**config.mk**
```make
export PLATFORM = sky130hd
export DESIGN_NAME = recon_bitstream_reader
export DESIGN_NICKNAME = d
export VERILOG_FILES = /design/src/rtl/recon_bitstream_reader_pkg.sv /design/src/rtl/recon_bitstream_reader_axis_out_reg.sv /design/src/rtl/recon_bitstream_reader.sv
export SDC_FILE = /design/constraint.sdc
export NUM_CORES = 1
export LEC_CHECK = 0
export BUFFER_PORTS_ARGS = -buffer_cell sky130_fd_sc_hd__buf_4
export CAP_MARGIN = 30
export CORE_AREA = 2 2 481 483
export DETAILED_ROUTE_END_ITERATION = 10
export DIE_AREA = 0 0 483 485
export PLACE_DENSITY_LB_ADDON = 0.12
export REMOVE_ABC_BUFFERS = 1
export SKIP_CTS_REPAIR_TIMING = 1
export SYNTH_ARGS = -nofsm -noshare
export SYNTH_HDL_FRONTEND = slang
export SYNTH_SLANG_ARGS = --single-unit
```
**constraint.sdc**
```tcl
create_clock -name clk -period 5.5 [get_ports clk]
set_input_delay 0.825 -clock clk [delete_from_list [all_inputs] [get_ports clk]]
set_output_delay 0.825 -clock clk [all_outputs]
set_load 0.005 [all_outputs]
```
**src/rtl/recon_bitstream_reader_pkg.sv**
```systemverilog
// rtl/recon_bitstream_reader_pkg.sv - shared AXI encodings, boundary constant and FSM state type
package recon_bitstream_reader_pkg;

    localparam logic [1:0] AXI_BURST_INCR = 2'b01;
    localparam logic [1:0] AXI_RESP_OKAY  = 2'b00;
    localparam int         BOUNDARY_4K    = 4096;

    typedef enum logic [1:0] {
        ST_IDLE,
        ST_ADDR,
        ST_DATA,
        ST_DONE
    } rd_state_t;

endpackage

```
**src/rtl/recon_bitstream_reader_axis_out_reg.sv**
```systemverilog
// rtl/recon_bitstream_reader_axis_out_reg.sv - one-entry AXIS register with registered valid
module recon_axis_out_reg #(
    parameter int DATA_WIDTH = 512,
    parameter int KEEP_WIDTH = DATA_WIDTH / 8
) (
    input  logic                  clk,
    input  logic                  rst_n,
    input  logic [DATA_WIDTH-1:0] s_tdata,
    input  logic [KEEP_WIDTH-1:0] s_tkeep,
    input  logic                  s_tlast,
    input  logic                  s_tuser,
    input  logic                  s_tvalid,
    output logic                  s_tready,
    output logic [DATA_WIDTH-1:0] m_tdata,
    output logic [KEEP_WIDTH-1:0] m_tkeep,
    output logic                  m_tlast,
    output logic                  m_tuser,
    output logic                  m_tvalid,
    input  logic                  m_tready
);

    // Accepting while the held beat leaves lets the register reload without a bubble.
    assign s_tready = !m_tvalid || m_tready;

    always_ff @(posedge clk or negedge rst_n) begin
        if (!rst_n) begin
            m_tdata  <= '0;
            m_tkeep  <= '0;
            m_tlast  <= 1'b0;
            m_tuser  <= 1'b0;
            m_tvalid <= 1'b0;
        end else if (s_tvalid && s_tready) begin
            m_tdata  <= s_tdata;
            m_tkeep  <= s_tkeep;
            m_tlast  <= s_tlast;
            m_tuser  <= s_tuser;
            m_tvalid <= 1'b1;
        end else if (m_tready) begin
            m_tvalid <= 1'b0;
        end
    end

endmodule

```
**src/rtl/recon_bitstream_reader.sv**
```systemverilog
// rtl/recon_bitstream_reader.sv - reads a stored bitstream region over AXI4 AR/R and emits one AXIS frame
module recon_bitstream_reader
    import recon_bitstream_reader_pkg::*;
#(
    parameter int DATA_WIDTH = 512,
    parameter int KEEP_WIDTH = DATA_WIDTH / 8,
    parameter int ADDR_WIDTH = 34,
    parameter int ID_WIDTH   = 6,
    parameter int LEN_WIDTH  = 32,
    parameter int MAX_BURST  = 16
) (
    input  logic                  clk,
    input  logic                  rst_n,
    input  logic [ADDR_WIDTH-1:0] cmd_addr,
    input  logic [LEN_WIDTH-1:0]  cmd_len,
    input  logic                  cmd_valid,
    output logic                  cmd_ready,
    output logic [ID_WIDTH-1:0]   m_axi_arid,
    output logic [ADDR_WIDTH-1:0] m_axi_araddr,
    output logic [7:0]            m_axi_arlen,
    output logic [2:0]            m_axi_arsize,
    output logic [1:0]            m_axi_arburst,
    output logic                  m_axi_arvalid,
    input  logic                  m_axi_arready,
    input  logic [ID_WIDTH-1:0]   m_axi_rid,
    input  logic [DATA_WIDTH-1:0] m_axi_rdata,
    input  logic [1:0]            m_axi_rresp,
    input  logic                  m_axi_rlast,
    input  logic                  m_axi_rvalid,
    output logic                  m_axi_rready,
    output logic [DATA_WIDTH-1:0] m_axis_tdata,
    output logic [KEEP_WIDTH-1:0] m_axis_tkeep,
    output logic                  m_axis_tlast,
    output logic                  m_axis_tuser,
    output logic                  m_axis_tvalid,
    input  logic                  m_axis_tready,
    output logic                  busy,
    output logic                  done,
    output logic                  err
);

    localparam int BSHIFT = $clog2(KEEP_WIDTH);

    rd_state_t             state;
    logic [ADDR_WIDTH-1:0] addr_q;
    logic [LEN_WIDTH-1:0]  beats_left;
    logic [LEN_WIDTH-1:0]  beat_cnt;
    logic [KEEP_WIDTH-1:0] last_keep;
    logic [8:0]            burst_left;
    logic                  resp_err;
    logic                  err_q;

    logic [LEN_WIDTH-1:0]  cmd_beats;
    logic [KEEP_WIDTH-1:0] cmd_keep;
    logic [12:0]           to_bound;
    logic [LEN_WIDTH-1:0]  burst;
    logic                  r_hs;
    logic                  last_beat;
    logic                  rresp_bad;
    logic                  out_ready;
    logic                  unused_sig;

    assign cmd_beats = (cmd_len >> BSHIFT) + LEN_WIDTH'(|cmd_len[BSHIFT-1:0]);
    assign cmd_keep  = (cmd_len[BSHIFT-1:0] == '0) ? {KEEP_WIDTH{1'b1}}
                                                   : ~({KEEP_WIDTH{1'b1}} << cmd_len[BSHIFT-1:0]);

    // Beats left before the next 4 KiB page; addr_q is always beat-aligned.
    assign to_bound = (13'(BOUNDARY_4K) - {1'b0, addr_q[11:0]}) >> BSHIFT;

    always_comb begin
        burst = LEN_WIDTH'(MAX_BURST);
        if (beats_left < burst)
            burst = beats_left;
        if (LEN_WIDTH'(to_bound) < burst)
            burst = LEN_WIDTH'(to_bound);
    end

    assign cmd_ready     = (state == ST_IDLE);
    assign busy          = (state == ST_ADDR) || (state == ST_DATA);
    assign done          = (state == ST_DONE);
    assign err           = err_q;

    assign m_axi_arid    = '0;
    assign m_axi_araddr  = addr_q;
    assign m_axi_arlen   = (state == ST_ADDR) ? 8'(burst - LEN_WIDTH'(1)) : 8'd0;
    assign m_axi_arsize  = 3'(BSHIFT);
    assign m_axi_arburst = AXI_BURST_INCR;
    assign m_axi_arvalid = (state == ST_ADDR);
    assign m_axi_rready  = (state == ST_DATA) && out_ready;

    assign r_hs      = m_axi_rvalid && m_axi_rready;
    assign last_beat = (beats_left == LEN_WIDTH'(1));
    assign rresp_bad = (m_axi_rresp != AXI_RESP_OKAY);

    assign unused_sig = ^{m_axi_rid, cmd_addr[BSHIFT-1:0], beat_cnt};

    always_ff @(posedge clk or negedge rst_n) begin
        if (!rst_n) begin
            state      <= ST_IDLE;
            addr_q     <= '0;
            beats_left <= '0;
            beat_cnt   <= '0;
            last_keep  <= '0;
            burst_left <= '0;
            resp_err   <= 1'b0;
            err_q      <= 1'b0;
        end else begin
            case (state)
                ST_IDLE: begin
                    if (cmd_valid) begin
                        addr_q     <= {cmd_addr[ADDR_WIDTH-1:BSHIFT], {BSHIFT{1'b0}}};
                        beats_left <= cmd_beats;
                        last_keep  <= cmd_keep;
                        beat_cnt   <= '0;
                        resp_err   <= 1'b0;
                        err_q      <= 1'b0;
                        state      <= (cmd_len == '0) ? ST_DONE : ST_ADDR;
                    end
                end
                ST_ADDR: begin
                    if (m_axi_arready) begin
                        addr_q     <= addr_q + ADDR_WIDTH'(burst << BSHIFT);
                        burst_left <= 9'(burst);
                        state      <= ST_DATA;
                    end
                end
                ST_DATA: begin
                    if (r_hs) begin
                        beats_left <= beats_left - LEN_WIDTH'(1);
                        beat_cnt   <= beat_cnt + LEN_WIDTH'(1);
                        burst_left <= burst_left - 9'd1;
                        if (rresp_bad) begin
                            resp_err <= 1'b1;
                            err_q    <= 1'b1;
                        end
                        // The issued arlen decides where the burst ends; rlast is only cross-checked.
                        if (m_axi_rlast != (burst_left == 9'd1))
                            err_q <= 1'b1;
                        if (burst_left == 9'd1)
                            state <= last_beat ? ST_DONE : ST_ADDR;
                    end
                end
                ST_DONE: state <= ST_IDLE;
                default: state <= ST_IDLE;
            endcase
        end
    end

    recon_axis_out_reg #(
        .DATA_WIDTH (DATA_WIDTH),
        .KEEP_WIDTH (KEEP_WIDTH)
    ) u_out_reg (
        .clk      (clk),
        .rst_n    (rst_n),
        .s_tdata  (m_axi_rdata),
        .s_tkeep  (last_beat ? last_keep : {KEEP_WIDTH{1'b1}}),
        .s_tlast  (last_beat),
        .s_tuser  (last_beat && (resp_err || rresp_bad)),
        .s_tvalid (r_hs),
        .s_tready (out_ready),
        .m_tdata  (m_axis_tdata),
        .m_tkeep  (m_axis_tkeep),
        .m_tlast  (m_axis_tlast),
        .m_tuser  (m_axis_tuser),
        .m_tvalid (m_axis_tvalid),
        .m_tready (m_axis_tready)
    );

endmodule

```
## Word-level counts from Yosys, hierarchy flattened

Index checks and enable logic that the tools add are counted.

- Output and inout bits: 638
- Input port bits: 593
- Word-level logic and storage cells: 88
- Register bits after elaboration: 722

- $add $sub $neg: 6
- Order comparisons: 2
- Equality and inequality tests: 12
- Reductions and logical operators: 24
- Mux-type cells: 30
- Bitwise logic cells: 1
- Shift operators: 1

Operators with widths:

| cell | number |
|---|---|
| 64-bit two-way mux | 2 |
| 32-bit two-way mux | 3 |
| 34-bit two-way mux | 2 |
| 34-bit case mux with 2 select lines | 1 |
| 64-bit NOT | 1 |
| 32-bit case mux with 2 select lines | 1 |
| 64-bit by 6-bit left shift with 64-bit output (first input constant) | 1 |
| 34-bit adder | 1 |
| 32-bit by 1-bit == test with 1-bit output (second input constant) | 1 |
| 32-bit logical NOT | 1 |
| 32-bit by 5-bit less-than comparator with 1-bit output (second input constant) | 1 |
| 7-bit by 32-bit less-than comparator with 1-bit output | 1 |
| 32-bit by 1-bit subtractor with 32-bit output (second input constant) | 1 |
| 28-bit two-way mux | 1 |
| 26-bit by 1-bit adder with 27-bit output | 1 |
| 9-bit two-way mux | 2 |
| 9-bit case mux with 2 select lines | 1 |
| 13-bit by 12-bit subtractor with 13-bit output (first input constant) | 1 |
| 2-bit two-way mux | 6 |
| 4-bit AND reduction | 3 |
| 2-bit nonzero test | 5 |
| 9-bit by 1-bit == test with 1-bit output (second input constant) | 1 |
| 3-bit AND reduction | 3 |
| 9-bit by 1-bit subtractor with 9-bit output (second input constant) | 1 |
| other kinds (18) | 34 |

## Longest topological paths before layout

- Depth in word-level cells: 7
- Mapped depth: 23
- Mapped depth without buffers: 21

## Modules after synthesis

From an unflattened synthesis, not the netlist that was laid out.

- Cell total of the unflattened synthesis: 2,410
- Area, all modules: 33,697.3 um^2

By module, submodules not included:

| module | sequential area each (um^2) | area an instance (um^2) | instances | cells an instance |
|---|---|---|---|---|
| recon_axis_out_reg | 14,488.9 | 24,058.1 | 1 | 1,224 |
| recon_bitstream_reader | 3,428.3 | 9,639.2 | 1 | 1,186 |

## Worst setup path before layout

OpenSTA, ideal clock, no wires.

- Path kind: reg2reg
- Start: register beats_left[18]
- End: register addr_q[28], in the netlist m_axi_araddr[28]
- Arrival time: 5,583 ps
- Setup time: 124 ps
- Stages on the path, launching flop included: 24
- Buffers on the path: 2
- Clock period less this slack: 5,707 ps
- Required time: 5,376 ps
- Setup slack: -207 ps
- Cells stage by stage: dfrtp_1 > or4_1 > or4_4 > nor3_2 > buf_2 > nand2_1 > ha_1 > a21o_1 > a2111oi_0 > o2bb2ai_4 > buf_6 > nor2_1 > a21oi_2 > inv_1 > ha_1 > fa_1 > a211oi_1 > o21a_1 > o21ai_0 > nand2_1 > o21a_1 > o31ai_1 > mux2i_1 > a211o_1

- Cells in the longest elaborated chain, start to end: 7

Ends and longest elaborated chain:

| element | RTL line | RTL |
|---|---|---|
| from (decl) | recon_bitstream_reader.sv:46 | `logic [LEN_WIDTH-1:0] beats_left;` |
| from (signal assigned) | recon_bitstream_reader.sv:112 | `beats_left <= cmd_beats;` |
| from (signal assigned) | recon_bitstream_reader.sv:129 | `beats_left <= beats_left - LEN_WIDTH'(1);` |
| 32-bit by 5-bit less-than comparator with 1-bit output | recon_bitstream_reader.sv:72 | `if (beats_left < burst)` |
| 32-bit two-way mux (*) | recon_bitstream_reader.sv:72 |  |
| 7-bit by 32-bit less-than comparator with 1-bit output | recon_bitstream_reader.sv:74 | `if (LEN_WIDTH'(to_bound) < burst)` |
| 28-bit two-way mux (*) | recon_bitstream_reader.sv:74 |  |
| 34-bit adder (*) | recon_bitstream_reader.sv:122 | `addr_q <= addr_q + ADDR_WIDTH'(burst << BSHIFT);` |
| 34-bit two-way mux (*) | recon_bitstream_reader.sv:121 | `if (m_axi_arready) begin` |
| 34-bit case mux with 2 select lines (*) | recon_bitstream_reader.sv:108 | `case (state)` |
| to (signal assigned) | recon_bitstream_reader.sv:111 | `addr_q <= {cmd_addr[ADDR_WIDTH-1:BSHIFT], {BSHIFT{1'b0}}};` |
| to (signal assigned) | recon_bitstream_reader.sv:122 |  |
| to (decl) | recon_bitstream_reader.sv:45 | `logic [ADDR_WIDTH-1:0] addr_q;` |

Every way passes the cells marked *; elsewhere a longest branch is shown, timed or not. The select of a mux whose other input is x is not followed.
A chain may end at the register's enable or synchronous reset.

## Worst setup path after layout

- Start: register beats_left[27]
- End: output port m_axi_arlen[6]

- Cells in the longest elaborated chain, start to end: 6

Ends and longest elaborated chain:

| element | RTL line | RTL |
|---|---|---|
| 32-bit by 5-bit less-than comparator with 1-bit output | recon_bitstream_reader.sv:72 |  |
| 32-bit two-way mux (*) | recon_bitstream_reader.sv:72 |  |
| 7-bit by 32-bit less-than comparator with 1-bit output | recon_bitstream_reader.sv:74 |  |
| 28-bit two-way mux (*) | recon_bitstream_reader.sv:74 |  |
| 8-bit by 1-bit subtractor with 8-bit output (*) | recon_bitstream_reader.sv:85 | `assign m_axi_arlen = (state == ST_ADDR) ? 8'(burst - LEN_WIDTH'(1)) : 8'd0;` |
| 8-bit two-way mux (*) | recon_bitstream_reader.sv:85 |  |
| to (decl) | recon_bitstream_reader.sv:20 | `output logic [7:0] m_axi_arlen,` |

Every way passes the cells marked *; elsewhere a longest branch is shown, timed or not.

==> results list <==
- The flow ran to the end, but the final reports show violations.
- The final reports fail on negative setup slack.
* Type of the setup path with the least slack: flip-flop to primary output
- On the final layout, the worst clock skew is 0.0552 ns.
- Dividing the detail-routed via count by the number of cells gives between 3 and 4.
* Via count of the first global-routing pass: approximately 30000
* Number of top-level pins: 1231
* Number of violations reported at the end of detailed-routing iteration 0: ~1600
* Clk Latency, worst-skew pair: approximately 0.74 ns
- Along the worst path, the maximum fanout reaches 7.
* H-tree level count: 3
- In the final layout, the multi-input gates occupy about 0.012 sq mm.
* Hold/Removal Path Class: primary input to asynchronous set/reset pin
- Counting every sink on the clock net gives about 720.
- Average instance area after synthesis: ~8.8 sq um
* Number of CTS-inserted buffers: 100
- Die Y: a little under 500 microns
- Post-route insts no fill: 7880
- The first global-routing pass estimated 254000 microns of wire.
- Met3 wirelength from detailed routing: between 10000 and 15000 microns
- In the routed design, unresolved DRC markers number 0.
- Critical path buffers and inverters: 6
- Yosys mapped a number of flops with a built-in enable equal to 0.
- Max-cap violations in this run came to 0.
- The worst register-to-register path begins at beats_left[27]$_DFFE_PN0P_.
- Signal arrival time at the worst endpoint: just over 5 ns
* Final-layout fill cell count: 25800
* M1 WL: between 70000 and 80000 microns
- In the final routed layout, each cell accounts on average for 23.5 microns.
- Across the VDD grid, the largest voltage drop is about 0.24 mV.
- Detailed placer's ending HPWL: 144000 microns
- Cell total after placement: 7674
- The count of buffers added on input and output ports is 1201.
- The initialized floorplan defines approximately 180 standard-cell rows.
- Fin. max-slew vios: 0
* Register bit total from synthesis: 716
- The count of nets left with antenna violations once routing finished came out at 0.
- Startpoint class of the critical path: flip-flop
* Post-synthesis instance area: 0.0307 sq mm
- Among all flip-flop cells after synthesis, the most frequent one is sky130_fd_sc_hd__dfrtp_1.
- Yosys printed 0 warnings.
- In this design, the stage delay of the slowest critical-path cell is roughly 0.54 ns.
- Maximum achievable frequency: 170 MHz
* Power density cells: slightly below 600 mW/mm^2
- Clock slew at reported path FFs: 0.06 ns
* Setup_tns: -1.12 ns
* CP Data Required Time: between 4 and 5 ns
- Standby leakage power: ~24 nW
- In this run the worst setup path begins at beats_left[27]$_DFFE_PN0P_.
* Highest metal layer used by the detailed router: met5
* Setup repair after global routing missed its margin: true
* Root buffer selected by CTS: sky130_fd_sc_hd__clkbuf_16
- The first TritonRoute pass finished after 7 iterations.
- Slew HR: between 20% and 30%
* WL final: 185000 microns
- Share of synthesized flip-flops with an asynchronous set or reset: between 90% and 100%
* Clk buf depth: 3
- Number of hold violations in the final report: 0
- Layout cells sized above 1: a little under a third
- Number of antenna violations at the first check in global routing: between 70 and 80
* Cell family with most CP delay: simple AND/OR/NAND/NOR gates
- Routability-driven placement finished with a final weighted congestion of around 0.82.
- Detailed routing placed a total of ~95000 microns of wire on met2.
- Master of the slowest instance on the critical path: sky130_fd_sc_hd__or4_4
- The floorplan step defined a die boundary enclosing between 0.2 and 0.25 sq mm.
- STA classifies the critical path endpoint as a primary output.
* Count of nets after finishing: 5402
- Layout area overhead: 54.5%
* Placeable core area: approximately 0.23 sq mm
- TritonCTS built the clock tree.
- Share of synthesized area occupied by flip-flops and latches: between 50% and 60%
- The total overflow left after global routing is 0.
- Worst slew pin tran: about 1.2 ns
- Min setup slack post-route: -0.390 ns
* Setup-failing EPs final: 3
- Initial Util: between 10% and 20%
* Final critical-path share of the clock period: 107%
- Global routing used about 15% of the available tracks.
- Pin count of the biggest net entering global routing: 154
* Most repeated library cell on the critical path: sky130_fd_sc_hd__buf_6
- For the finished layout, the period the worst path requires is approximately 5.9 ns.
* Die extent in x: 483 microns
- Synthesis handed over a netlist of roughly 3500 instances.
* Via count: ~29000
- Distinct cells, synth: 66
- Sequential cell area: between 0.015 and 0.02 sq mm
- Worst-path cell chain: or4_4 > or4_4 > nor3_2 > buf_4 > buf_8 > nand2_1 > ha_1 > o2111ai_1 > a41o_1 > o2bb2ai_4 > buf_6 > buf_4 > a21oi_4 > buf_6 > ha_4 > nand3_2 > nor3_2 > xor2_1 > nand2_1 > o21ai_1 > and2_1 > buf_6
[metal layers]
metal  up-vias  track usage (%)
met3       245             5.09
met4        64             3.62
met1     14100             17.4
met5         -                0
met2       884             27.6
li1      13800                -
[metrics by stage]
step	hold WS, ns	total power [mW]	area [sq um]	setup slack, ns	utilization (%)
floorplan	0.436	14.6	30000	-9.99	-
global placement	0.456	21.6	43800	-0.369	19.1
detailed placement	0.454	21.7	43900	-0.327	19.2
CTS	0.142	28.5	47100	-0.922	20.6
global route	0.186	30.1	47400	-0.650	20.7
finish	0.191	28.0	47400	-0.390	20.7
[cells by family after synthesis]
logic type	count (synthesis)	synth area share [%]
flops	716	58.4
xor+xnor	59	1.68
mux	32	1.06
fa+ha+maj	46	1.90
compound gates	323	6.62
other cells	2	0.0245
buf+inv	230	3.06
simple gates	2096	27.3
[synthesized netlist by cell type, types with 7 or more instances]
library cell	instances	area (sq um)
sky130_fd_sc_hd__o21ai_0	81	405
sky130_fd_sc_hd__buf_4	18	135
sky130_fd_sc_hd__ha_1	45	563
sky130_fd_sc_hd__xnor2_1	33	289
sky130_fd_sc_hd__dfrtp_1	716	17900
sky130_fd_sc_hd__o211ai_1	10	75.1
sky130_fd_sc_hd__or3_1	11	68.8
sky130_fd_sc_hd__and3_1	16	100
sky130_fd_sc_hd__buf_1	7	26.3
sky130_fd_sc_hd__a31oi_1	10	62.6
sky130_fd_sc_hd__o21a_1	7	52.6
sky130_fd_sc_hd__xor2_1	26	228
sky130_fd_sc_hd__nand2_1	1676	6290
sky130_fd_sc_hd__nand3_1	49	245
sky130_fd_sc_hd__clkbuf_1	181	679
sky130_fd_sc_hd__nor2_1	184	691
sky130_fd_sc_hd__nor4_1	15	93.8
sky130_fd_sc_hd__mux2i_1	28	280
sky130_fd_sc_hd__and2_1	11	68.8
sky130_fd_sc_hd__o22ai_1	20	125
sky130_fd_sc_hd__a21oi_1	94	470
sky130_fd_sc_hd__nor3_1	72	360
sky130_fd_sc_hd__a21o_1	40	300
sky130_fd_sc_hd__inv_1	22	82.6
sky130_fd_sc_hd__nor3b_1	17	128
sky130_fd_sc_hd__nand4_1	10	62.6
sky130_fd_sc_hd__a221o_1	8	80.1
[sequential cells by signal, summed over array words and instances, names as in the netlist]
| name | flops |
|---|---|
| beats_left | 32 |
| burst_left | 9 |
| err | 1 |
| last_keep | 64 |
| m_axi_araddr | 28 |
| resp_err | 1 |
| state | 2 |
| u_out_reg.m_tdata | 512 |
| u_out_reg.m_tkeep | 64 |
| u_out_reg.m_tlast | 1 |
| u_out_reg.m_tuser | 1 |
| u_out_reg.m_tvalid | 1 |
[cell type report]
cell class | instances | area share [%]
Antenna cell | 18 | 0.0949
Timing Repair Buffer | 1329 | 21.5
Clock inverter | 24 | 0.535
Multi-Input combinational cell | 2594 | 25.8
Inverter | 22 | 0.179
Tap cell | 3026 | 7.98
Sequential cell | 716 | 37.8
Clock buffer | 151 | 6.17
[worst paths after layout]
path / to / slack [ns] / cells after the start
worst max-delay path: m_axi_arlen[6] / -0.39 / 22
worst min-delay path: u_out_reg.m_tkeep[18]$_DFFE_PN0P_ / 0.19 / 1
worst max register to register: m_axi_araddr[33]$_DFFE_PN0P_ / 0 / 23
worst min register to register: last_keep[0]$_DFFE_PN0P_ / 0.47 / 1
max in group asynchronous: u_out_reg.m_tdata[395]$_DFFE_PN0P_ / 3.90 / 2
min in group clk: u_out_reg.m_tdata[263]$_DFFE_PN0P_ / 0.27 / 3
[worst register-to-register path, stage by stage, from the launching register on]
cell and delay, ns:
sky130_fd_sc_hd__dfrtp_1 0.38, sky130_fd_sc_hd__or4_4 0.54, sky130_fd_sc_hd__or4_4 0.46, sky130_fd_sc_hd__nor3_2 0.19, sky130_fd_sc_hd__buf_4 0.18, sky130_fd_sc_hd__nand2_4 0.07, sky130_fd_sc_hd__ha_4 0.25, sky130_fd_sc_hd__a21o_1 0.21
sky130_fd_sc_hd__a2111oi_4 0.30, sky130_fd_sc_hd__buf_4 0.18, sky130_fd_sc_hd__o2bb2ai_4 0.13, sky130_fd_sc_hd__buf_6 0.16, sky130_fd_sc_hd__buf_4 0.13, sky130_fd_sc_hd__nand2_1 0.08, sky130_fd_sc_hd__o21ai_2 0.09, sky130_fd_sc_hd__ha_1 0.29
sky130_fd_sc_hd__buf_4 0.15, sky130_fd_sc_hd__o31a_1 0.28, sky130_fd_sc_hd__nand4_1 0.15, sky130_fd_sc_hd__a22oi_2 0.12, sky130_fd_sc_hd__a211oi_2 0.29, sky130_fd_sc_hd__a31oi_1 0.15, sky130_fd_sc_hd__or3b_2 0.45, sky130_fd_sc_hd__o2111a_1 0.14
[placed cells by master, fill, tap and decap left out, types with 25 or more instances in the layout]
master / netlist / layout
sky130_fd_sc_hd__ha_1: 45 / 41
sky130_fd_sc_hd__o21ai_0: 81 / 76
sky130_fd_sc_hd__buf_4: 18 / 1308
sky130_fd_sc_hd__xnor2_1: 33 / 33
sky130_fd_sc_hd__a21o_1: 40 / 40
sky130_fd_sc_hd__xor2_1: 26 / 25
sky130_fd_sc_hd__mux2i_1: 28 / 27
sky130_fd_sc_hd__dfrtp_1: 716 / 716
sky130_fd_sc_hd__a21oi_1: 94 / 93
sky130_fd_sc_hd__nand2_1: 1676 / 1671
sky130_fd_sc_hd__nor3_1: 72 / 71
sky130_fd_sc_hd__clkbuf_1: 181 / 29
sky130_fd_sc_hd__nand3_1: 49 / 46
sky130_fd_sc_hd__clkbuf_16: 0 / 101
sky130_fd_sc_hd__nor2_1: 184 / 183
sky130_fd_sc_hd__conb_1: 2 / 38
[report_power, final]
part / switching, mW / internal, mW
clock network: 2.73 / 3.74
logic: 6.99 / 5.53
registers: 1.44 / 7.54
total: 11.2 / 16.8
No activity file was read; power rests on OpenSTA's default activity.
